==> src/rtl/alu_arbiter.sv <==
// alu_arbiter: two-requester front end for a shared registered ALU.
// Each requester issues one operation at a time and receives the result with flags.
module alu_arbiter #(
    parameter int DATA_W = 32,
    parameter int CNT_W  = 16
) (
    input  logic              clk,
    input  logic              reset,
    input  logic              req0_valid,
    output logic              req0_ready,
    input  logic [DATA_W-1:0] req0_a,
    input  logic [DATA_W-1:0] req0_b,
    input  logic [3:0]        req0_ctrl,
    input  logic [4:0]        req0_shamt,
    input  logic              req1_valid,
    output logic              req1_ready,
    input  logic [DATA_W-1:0] req1_a,
    input  logic [DATA_W-1:0] req1_b,
    input  logic [3:0]        req1_ctrl,
    input  logic [4:0]        req1_shamt,
    output logic              rsp0_valid,
    input  logic              rsp0_ready,
    output logic [DATA_W-1:0] rsp0_result,
    output logic              rsp0_zero,
    output logic              rsp0_less,
    output logic              rsp0_overflow,
    output logic              rsp1_valid,
    input  logic              rsp1_ready,
    output logic [DATA_W-1:0] rsp1_result,
    output logic              rsp1_zero,
    output logic              rsp1_less,
    output logic              rsp1_overflow,
    output logic [DATA_W-1:0] alu_operand_A,
    output logic [DATA_W-1:0] alu_operand_B,
    output logic [3:0]        alu_control,
    output logic [4:0]        alu_shmant,
    input  logic [DATA_W-1:0] alu_result,
    input  logic              alu_zero,
    input  logic              alu_less,
    input  logic              alu_overflow,
    output logic              busy,
    output logic [CNT_W-1:0]  ops_done
);
    typedef enum logic [1:0] {IDLE, EXEC, CAPT, RESP} state_t;
    state_t state;
    logic   owner;
    logic   last_grant;
    logic   idle;
    logic   rsp_hs;
    assign idle = reset && state == IDLE;
    // On a tie the requester that did not complete last wins.
    assign req0_ready = idle && req0_valid && (!req1_valid || last_grant);
    assign req1_ready = idle && req1_valid && (!req0_valid || !last_grant);
    assign rsp_hs = owner ? rsp1_valid && rsp1_ready : rsp0_valid && rsp0_ready;
    assign busy = state != IDLE;
    always_ff @(posedge clk or negedge reset) begin
        if (!reset) begin
            state         <= IDLE;
            owner         <= 1'b0;
            last_grant    <= 1'b1;
            ops_done      <= '0;
            alu_operand_A <= '0;
            alu_operand_B <= '0;
            alu_control   <= '0;
            alu_shmant    <= '0;
            rsp0_valid    <= 1'b0;
            rsp0_result   <= '0;
            rsp0_zero     <= 1'b0;
            rsp0_less     <= 1'b0;
            rsp0_overflow <= 1'b0;
            rsp1_valid    <= 1'b0;
            rsp1_result   <= '0;
            rsp1_zero     <= 1'b0;
            rsp1_less     <= 1'b0;
            rsp1_overflow <= 1'b0;
        end else begin
            case (state)
                IDLE: if (req0_ready || req1_ready) begin
                    owner         <= req1_ready;
                    alu_operand_A <= req1_ready ? req1_a : req0_a;
                    alu_operand_B <= req1_ready ? req1_b : req0_b;
                    alu_control   <= req1_ready ? req1_ctrl : req0_ctrl;
                    alu_shmant    <= req1_ready ? req1_shamt : req0_shamt;
                    state         <= EXEC;
                end
                EXEC: state <= CAPT;
                CAPT: begin
                    if (owner) begin
                        rsp1_valid    <= 1'b1;
                        rsp1_result   <= alu_result;
                        rsp1_zero     <= alu_zero;
                        rsp1_less     <= alu_less;
                        rsp1_overflow <= alu_overflow;
                    end else begin
                        rsp0_valid    <= 1'b1;
                        rsp0_result   <= alu_result;
                        rsp0_zero     <= alu_zero;
                        rsp0_less     <= alu_less;
                        rsp0_overflow <= alu_overflow;
                    end
                    state <= RESP;
                end
                RESP: if (rsp_hs) begin
                    rsp0_valid <= 1'b0;
                    rsp1_valid <= 1'b0;
                    last_grant <= owner;
                    ops_done   <= ops_done + 1'b1;
                    state      <= IDLE;
                end
                default: state <= IDLE;
            endcase
        end
    end
endmodule
==> config.mk <==
export PLATFORM = sky130hd
export DESIGN_NAME = alu_arbiter
export DESIGN_NICKNAME = d
export VERILOG_FILES = /design/src/rtl/alu_arbiter.sv
export SDC_FILE = /design/constraint.sdc
export NUM_CORES = 1
export LEC_CHECK = 0
export CORE_AREA = 3 3 135 137
export DETAILED_ROUTE_END_ITERATION = 10
export DIE_AREA = 0 0 138 140
export GPL_ROUTABILITY_DRIVEN = 1
export GPL_TIMING_DRIVEN = 0
export MAX_ROUTING_LAYER = met4
export PLACE_DENSITY_LB_ADDON = 0.12
export SLEW_MARGIN = 5
export SYNTH_ARGS = -nofsm -noshare
export SYNTH_HDL_FRONTEND = slang
export SYNTH_SLANG_ARGS = --single-unit
==> constraint.sdc <==
create_clock -name clk -period 4.45 [get_ports clk]
set_clock_uncertainty 0.15 [all_clocks]
set_input_delay 0.445 -clock clk [delete_from_list [all_inputs] [get_ports clk]]
set_output_delay 0.445 -clock clk [all_outputs]
set_load 0.01 [all_outputs]
# Word level (Yosys, flattened, before mapping)
# Index checks and enable logic that the tools add are counted.
[classes] n_reduce_logical=23 n_eq_ne=7 muxes=13 add_sub_neg=1 n_bitwise=1
[ops] op="32-bit 2-to-1 mux" count=2
[ops] op="16-bit by 1-bit adder with 16-bit output (second input constant)" count=1
[ops] op="2-bit AND reduction" count=5
[ops] op="2-bit one-hot mux with 4 select lines" count=1
[ops] op="1-bit logical AND" count=7
[ops] op="2-bit inequality test (second input constant)" count=3
[ops] op="3-bit AND reduction" count=2
[ops] op="5-bit 2-to-1 mux" count=1
[ops] op="2-bit equality test (second input constant)" count=2
[ops] op="1-bit 2-to-1 mux" count=4
[ops] op="2-bit 2-to-1 mux" count=2
[ops] op="4-bit 2-to-1 mux" count=1
[ops] op="1-bit one-hot mux with 2 select lines" count=2
[ops] op="2-bit nonzero test" count=2
[ops] op="1-bit zero test" count=3
[ops] op="1-bit logical OR" count=3
[ops] op="2-bit by 1-bit equality test with 1-bit output (second input constant)" count=1
[ops] op="2-bit zero test" count=1
[ops] op="2-bit by 1-bit inequality test with 1-bit output (second input constant)" count=1
[ops] op="1-bit NOT" count=1
[word_totals] ff_bits=165 input_bits=187

# Longest topological paths before layout
# Gate-level depths: netlist of run 1.
[logic_depth] word_depth=7 depth_mapped=8 mapped_depth_nobuf=6

# Worst setup path after synthesis of run 1
# No wires, ideal clock.
[synth_path] path_kind="reg2out" startpoint="reg state[0]" endpoint="out req1_ready" n_path_buf=2 arrival_time_ns=1.233 stages_incl_launch_ff=7 required_ns=3.855 setup_slack_ns=2.622 path_cell_list="dfrtp_1 -> inv_1 -> ha_1 -> nand4_1 -> buf_4 -> buf_6 -> inv_1"
[synth_via] elab_chain_cells=4
[synth_rtl] item="start: declaration" line="45" source="state_t state;"
[synth_rtl] item="start signal: assignment" line="58" source="state <= IDLE;"
[synth_rtl] item="start signal: assignment" line="84" source="state <= EXEC;"
[synth_rtl] item="start signal: assignment" line="86" source="EXEC: state <= CAPT;"
[synth_rtl] item="2-bit zero test" line="50" source="assign idle = reset && state == IDLE;"
[synth_rtl] item="1-bit logical AND" line="50"
[synth_rtl] item="1-bit logical AND (2 in a row)" line="53" source="assign req1_ready = idle && req1_valid && (!req0_valid || !last_grant);"
[synth_rtl] item="end: declaration" line="16" source="output logic req1_ready,"
# No other way between the ends.

# Worst setup path in the final report of run 1
[layout_path] startpoint="in reset" endpoint="out req1_ready"
[layout_via] elab_chain_cells=3
[layout_rtl] item="start: declaration" line="8" source="input logic reset,"
[layout_rtl] item="1-bit logical AND" line="50"
[layout_rtl] item="1-bit logical AND (2 in a row)" line="53"
# No other way between the ends.

==> reports/qor.yml, run 1 <==
setup_path:
  crit_required_ps: 3860
  cpPeakStageDelay_ps: 560
  rrSetupSlack_ps: 2300
  critical_path_class: "in -> out"
  cp_top_family: "buffers and inverters"
  cp_slowest_cell: "dlygate4sd3_1"
  cp_cell_sequence: "dlygate4sd3_1, buf_8, nand4_1, buf_4, buf_6, inv_1, clkdlybuf4s50_1"
  reg2reg_depth: 7
  worstSetupStartpointType: "primary input"
  reg2reg_to: "alu_operand_B[25]"
  arrival_ps: 2900
  crit_path_max_fanout: 79
  crit-reg2reg-launch: "state[0]"
  crit_buf_inv: 6
  cp-end-kind: "output port"
logic_synthesis:
  synth_edf_count: 0
  ys_types: 30
  synth_warnings: 0
  synth_fa_ha_area_share_pct: 0.710
  synth_top_area_cell: "dfrtp_1"
  syn_inst: 564
  synth-main-ff-cell: "dfrtp_1"
  seq_area_frac_synth_pct: 58.6
  yosys.area_share.xor_xnor_pct: 1.86
  syn_nets: 755
  ys_ff_latch: 165
  synth_area_leaders: "dfrtp_1 (58%), mux2_2 (11%), mux2i_1 (11%), o21ai_0 (5.5%), nand2_1 (4.4%)"
  synth_top_area_share_pct: 58.2
  avgSynthCellArea_sq_um: 12.5
  synth_simple_gate_area_share_pct: 7.48
  syn_area_sq_mm: 0.00705
  yosysMostFrequentCell: "dfrtp_1"
  synthTopCellsByCount: "dfrtp_1 (164), nand2_1 (82), o21ai_0 (77), mux2i_1 (74), mux2_2 (71)"
  ys_async_sr_fraction_pct: 100
  synth_mux_area_share_pct: 21.9
  synth_top_family_by_area: "multiplexers"
  synth_compound_area_share_pct: 6.36
timing:
  fmax_ghz: 0.286
  finalHoldViolations: 0
  setup_viol: 0
  period_minus_slack_ps: 3490
  slew_viol_final: 0
  slew_headroom_pct: 59.8
  rsz0062_at_grt: "no"
  fin_ws_ps: 959
  fin_crit_sh_pct: 78.4
  worstMarginPinSlew_ps: 602
detailed_routing:
  ant_nets: 0
  drcViolationCount: 0
  initialDrtViolationCount: 269
  avgRoutedWirePerCell_um: 19.1
  drt_wl_total_mm: 22.3
  firstDrtPassIters: 4
  num_vias: 5842
  vias_per_cell: 4.98
floorplan:
  io_pins: 351
  die_area_sq_mm: 0.0193
  fp.coreArea_sq_mm: 0.0172
  die_y_um: 140
  die_x_um: 138
  floorplan.initialDensity_pct: 41.0
  rows: 48
placement:
  portBuffers: 350
  routabilityCongestion: 0.947
  dpl.hpwl_mm: 17.7
  preCtsSetupSlack_ps: 1490
clocking:
  cts_setup_buffers: 0
  root_buffer: "clkbuf_16"
  clock_sinks: 165
  htree_num_levels: 4
  clock_latency_ps: 420
  cts-resized-gates: 0
  clockBufferDepth: 2
  clkTransAtPathRegs_ps: 60
  cts_buffers: 17
  cts_tree: "done"
layout:
  finalNetCount: 1126
  ff_latch_area_sq_mm: 0.00413
  multi_input_area_sq_mm: 0.00270
  fillCellCount: 1299
  area_growth_pct: 62.8
  layout-drive-gt1-share_pct: 13.8
  utilization_pct: 66.8
  antenna_cells: 0
status:
  status: "completed"
pwr:
  finalPower_w: 0.00737
  peakVddDrop_uv: 305
  power_density_mw_per_mm2: 642
  leakage_nw: 5.28
flow_run:
  cap_viol_max_count: 0
global_routing:
  antenna_found_initial: 0
  grt_first_pass_wirelength_mm: 35.0
  grt_overflow: 0
  track_usage_pct: 23.7
  grt_pass1_vias: 6158
  grt_start_max_net_pins: 91
hold_path:
  holdPathEnd: "ops_done[15]"
  min-delay-start: "ops_done[15]"
  hold_path_depth: 1
  hold_path_class: "reg -> reg"
## layout make-up
type,count,share of cell area [%]
flip-flops and latches,165,36.0
repair buffers,352,30.9
multi-input cells,360,23.5
clock buffers,20,3.98
well taps,225,2.45
plain buffers,32,1.69
clock inverters,12,1.25
inverters,7,0.229
## flip-flops by register name, summed over array words and instances (netlist names), 2 cells and up
| name | cells |
|---|---|
| alu_operand_B | 32 |
| rsp1_result | 32 |
| alu_shmant | 5 |
| state | 2 |
| alu_control | 4 |
| ops_done | 16 |
| alu_operand_A | 32 |
| rsp0_result | 32 |
## worst max path at each step
stage | from | end | depth (start not counted)
6_report | reset | req1_ready | 7
5_1_grt | reset | req1_ready | 7
4_1_cts | reset | req1_ready | 7
3_5_place_dp | reset | req1_ready | 6
3_3_place_gp | reset | req1_ready | 6
2_1_floorplan | state[0] | req1_ready | 6
## power by group
group	total (W)	internal (W)	switching (W)	leakage (nW)
registers	0.00258	0.00219	0.000395	2.02
clock network	0.00147	0.000867	0.000606	0.290
logic	0.00331	0.00190	0.00141	2.97
total	0.00737	0.00495	0.00241	5.28
## timing repair
| action | CTS | global route |
|---|---|---|
| endpoints found under the hold margin | 74 | 0 |
| hold buffers | 1 | 0 |
| endpoints found under the setup margin | 0 | 0 |
## cells in the final DEF, fill, tap and decap left out, types with 8 or more instances in the layout
cell type and n:
buf_2 11, clkbuf_1 12, clkbuf_16 17, clkdlybuf4s50_1 349, dfrtp_1 164, mux2_2 71, mux2i_1 74, nand2_1 82
nand4_1 8, o21ai_0 77, xnor2_1 13
## metal layers
metal,routed length [um],global-route usage (%),vias up
met1,8530,27.3,2860
li1,-,-,2713
met3,1620,6.45,34
met2,11700,40.3,235
met5,0,-,-
met4,544,7.96,0
## per-stage QoR
step	hold WS, ps	setup TNS (ps)	instances	instance area [sq um]
finish	320	0	1173	11500
global route	336	0	1173	11500
CTS	326	0	1173	11500
detailed placement	311	0	1140	10900
global placement	315	-923320	1139	10800
floorplan	-0.591	0	564	7050
## cells by family (layout without fill, tap and decap cells)
| family | Yosys count | count (layout) |
|---|---|---|
| buffers and inverters | 39 | 423 |
| multiplexers | 145 | 145 |
| AND/OR/NAND/NOR | 113 | 113 |
| flip-flops | 165 | 165 |
| adder cells (fa/ha/maj) | 4 | 4 |
| XOR/XNOR | 15 | 15 |
| AO/OA/AOI/OAI | 83 | 83 |
Power figures use the tool's default switching activity.
==> run 2: changes to the inputs <==
Settings changed: CORE_AREA 3 3 135 137 to default, CORE_ASPECT_RATIO from default to 1.75, CORE_MARGIN from default to 3, CORE_UTILIZATION from default to 41, DIE_AREA 0 0 138 140 to default.
Clock period 4.45 ns to 3.3 ns, I/O delays scaled along.
==> run 2 against run 1 <==
Net effect:
- the flow now finishes with violations (hold timing)
- cell area rose by 0.26%
- register-to-register slack worse by 1200 ps
- combinational power is 35% higher
- via count grew 1.5%
- setup slack got worse by 560 ps
- clock power rose by 31%
- hold slack got worse by 520 ps
- critical path type is now reg -> out
- critical endpoint unchanged
==> reports/qor.yml, run 2 (same netlist as run 1, synthesis figures left out) <==
detailed_routing:
  initialDrtViolationCount: 119  # -56%
  vias_per_cell: 5.05  # +1.3%
  firstDrtPassIters: 4  # unchanged
  ant_nets: 0  # unchanged
  drcViolationCount: 0  # unchanged
  num_vias: 5929  # +1.5%
  drt_wl_total_mm: 22.4  # +0.12%
  avgRoutedWirePerCell_um: 19.0  # about the same
timing:
  slew_headroom_pct: 58.8  # -1.1 points
  worstMarginPinSlew_ps: 618  # +16.0 ps
  finalHoldViolations: 118  # +118
  fin_tns_setup_ps: 0  # unchanged
  fin_crit_sh_pct: 87.8
  setup_viol: 0  # unchanged
  period_minus_slack_ps: 2900
  hold_slack_ps: -197  # -517 ps
  fmax_ghz: 0.345
  slew_viol_final: 0  # unchanged
  rsz0062_at_grt: "no"
layout:
  layout-drive-gt1-share_pct: 14.1  # +0.29 points
  finalNetCount: 1128  # +0.18%
  layout_commonest_cell: "clkdlybuf4s50_1"
  final_cell_mix: "clkdlybuf4s50_1 (349), dfrtp_1 (164), nand2_1 (82), o21ai_0 (77), mux2i_1 (74)"
  fin_area_sq_mm: 0.0115  # +0.26%
  utilization_pct: 69.3  # +2.5 points
  area_growth_pct: 63.3
floorplan:
  die_x_um: 105  # -24%
  die_y_um: 179  # +28%
  die_area_sq_mm: 0.0189  # -2.4%
  floorplan.initialDensity_pct: 42.4  # +1.4 points
  io_pins: 351  # unchanged
  fp.coreArea_sq_mm: 0.0166  # -3.4%
  rows: 62  # +29%
setup_path:
  cpPeakStageDelay_ps: 550  # about the same
  crit_top_cell: "inv_1"
  crit_required_ps: 2820  # -1040 ps
  worstSetupStartpointType: "register"
  crit-reg2reg-launch: "state[0]"
  crit_path_max_fanout: 10  # -87%
  arrival_ps: 2420  # -480 ps
  cp-end-kind: "output port"
  cp_slowest_cell: "clkdlybuf4s50_1"
  crit_start: "state[0]"
  cp_cell_sequence: "inv_1, ha_1, nand4_1, buf_4, buf_6, inv_1, clkdlybuf4s50_1"
  critical_path_class: "reg -> out"
clocking:
  cts_setup_buffers: 0  # unchanged
  cts_tree: "done"
  clock_latency_ps: 420  # about the same
  cts-resized-gates: 0  # unchanged
  cts_buffers: 17  # unchanged
  clock_sinks: 165  # unchanged
  htree_num_levels: 4  # unchanged
  clkTransAtPathRegs_ps: 70  # about the same
  clockBufferDepth: 2  # unchanged
  ctsHoldBuffers: 3  # +2
  root_buffer: "clkbuf_16"
pwr:
  power_density_mw_per_mm2: 859  # +34%
  leakage_nw: 5.30  # +0.36%
  finalPower_w: 0.00989  # +34%
  peakVddDrop_uv: 344  # +13%
global_routing:
  grt_start_max_net_pins: 123  # +35%
  grt_overflow: 0  # unchanged
  grt_first_pass_wirelength_mm: 35.3  # +0.73%
  grt_pass1_vias: 6641  # +7.8%
  track_usage_pct: 24.4  # +0.70 points
  antenna_found_initial: 1  # +1
placement:
  place_area_sq_mm: 0.0109  # about the same
  dpl.hpwl_mm: 17.7  # -0.22%
  portBuffers: 350  # unchanged
  routabilityCongestion: 0.848  # -10%
hold_path:
  hold_path_class: "in -> async"
status:
  violations: "hold timing"
  status: "complete, but fails checks"
flow_run:
  cap_viol_max_count: 0  # unchanged
run 2: cell types whose count changed in the layout (fill, tap and decap cells not counted), sizes merged:
cell	delta
buf	+2
clkbuf	-2
clkinv	-1
diode	+1
inv	+6
bufinv	-2
clkinvlp	-1
run 2: worst paths after layout:
path / end / cells after the start / slack (ps)
max in group asynchronous: ops_done[4] / 4 / 2320
min in group clk: alu_operand_A[13] / 2 / 330
min: rsp1_zero / 2 / -200
max reg2reg: alu_operand_A[12] / 6 / 1080
max: req1_ready / 7 / 400
min reg2reg: alu_operand_A[13] / 2 / 330
run 2: critical path: cells and delay by family, from the launching register on:
family | cells | cell delay (ps)
and+or+nand+nor | 1 | 160
buffers and inverters | 5 | 1160
adders and majority gates | 1 | 290
DFF | 1 | 400
run 2: layer usage:
metal  up-vias  share of wire [%]  track usage (%)
met5         -                  0                -
met4         0                2.5             7.93
met3        32                6.1             5.99
met2       267                 56             44.3
met1      2912                 36             25.6
li1       2718                  -                -
run 2: layout make-up:
class | count | area, sq um
flip-flops and latches | 165 | 4130
well taps | 224 | 280
fillers | 1339 | 5100
clock buffers | 18 | 439
diodes | 1 | 2.50
inverters | 7 | 26.3
multi-input cells | 360 | 2700
plain buffers | 32 | 194
repair buffers | 354 | 3600
clock inverters | 14 | 135
run 2: where the power goes:
| part | internal, W | total (W) | switching [W] | leakage (nW) |
|---|---|---|---|---|
| logic | 0.00257 | 0.00447 | 0.00190 | 3.00 |
| registers | 0.00295 | 0.00350 | 0.000549 | 2.02 |
| clock network | 0.00103 | 0.00192 | 0.000894 | 0.283 |
run 2: metrics by stage:
step / setup WS (ps) / instances / hold slack (ps)
6_report: 402 / 1175 / -197
5_1_grt: 249 / 1175 / -140
4_1_cts: 379 / 1174 / -154
3_5_place_dp: 288 / 1139 / 101
3_3_place_gp: -5340 / 1138 / 313
2_1_floorplan: 1550 / 564 / -116
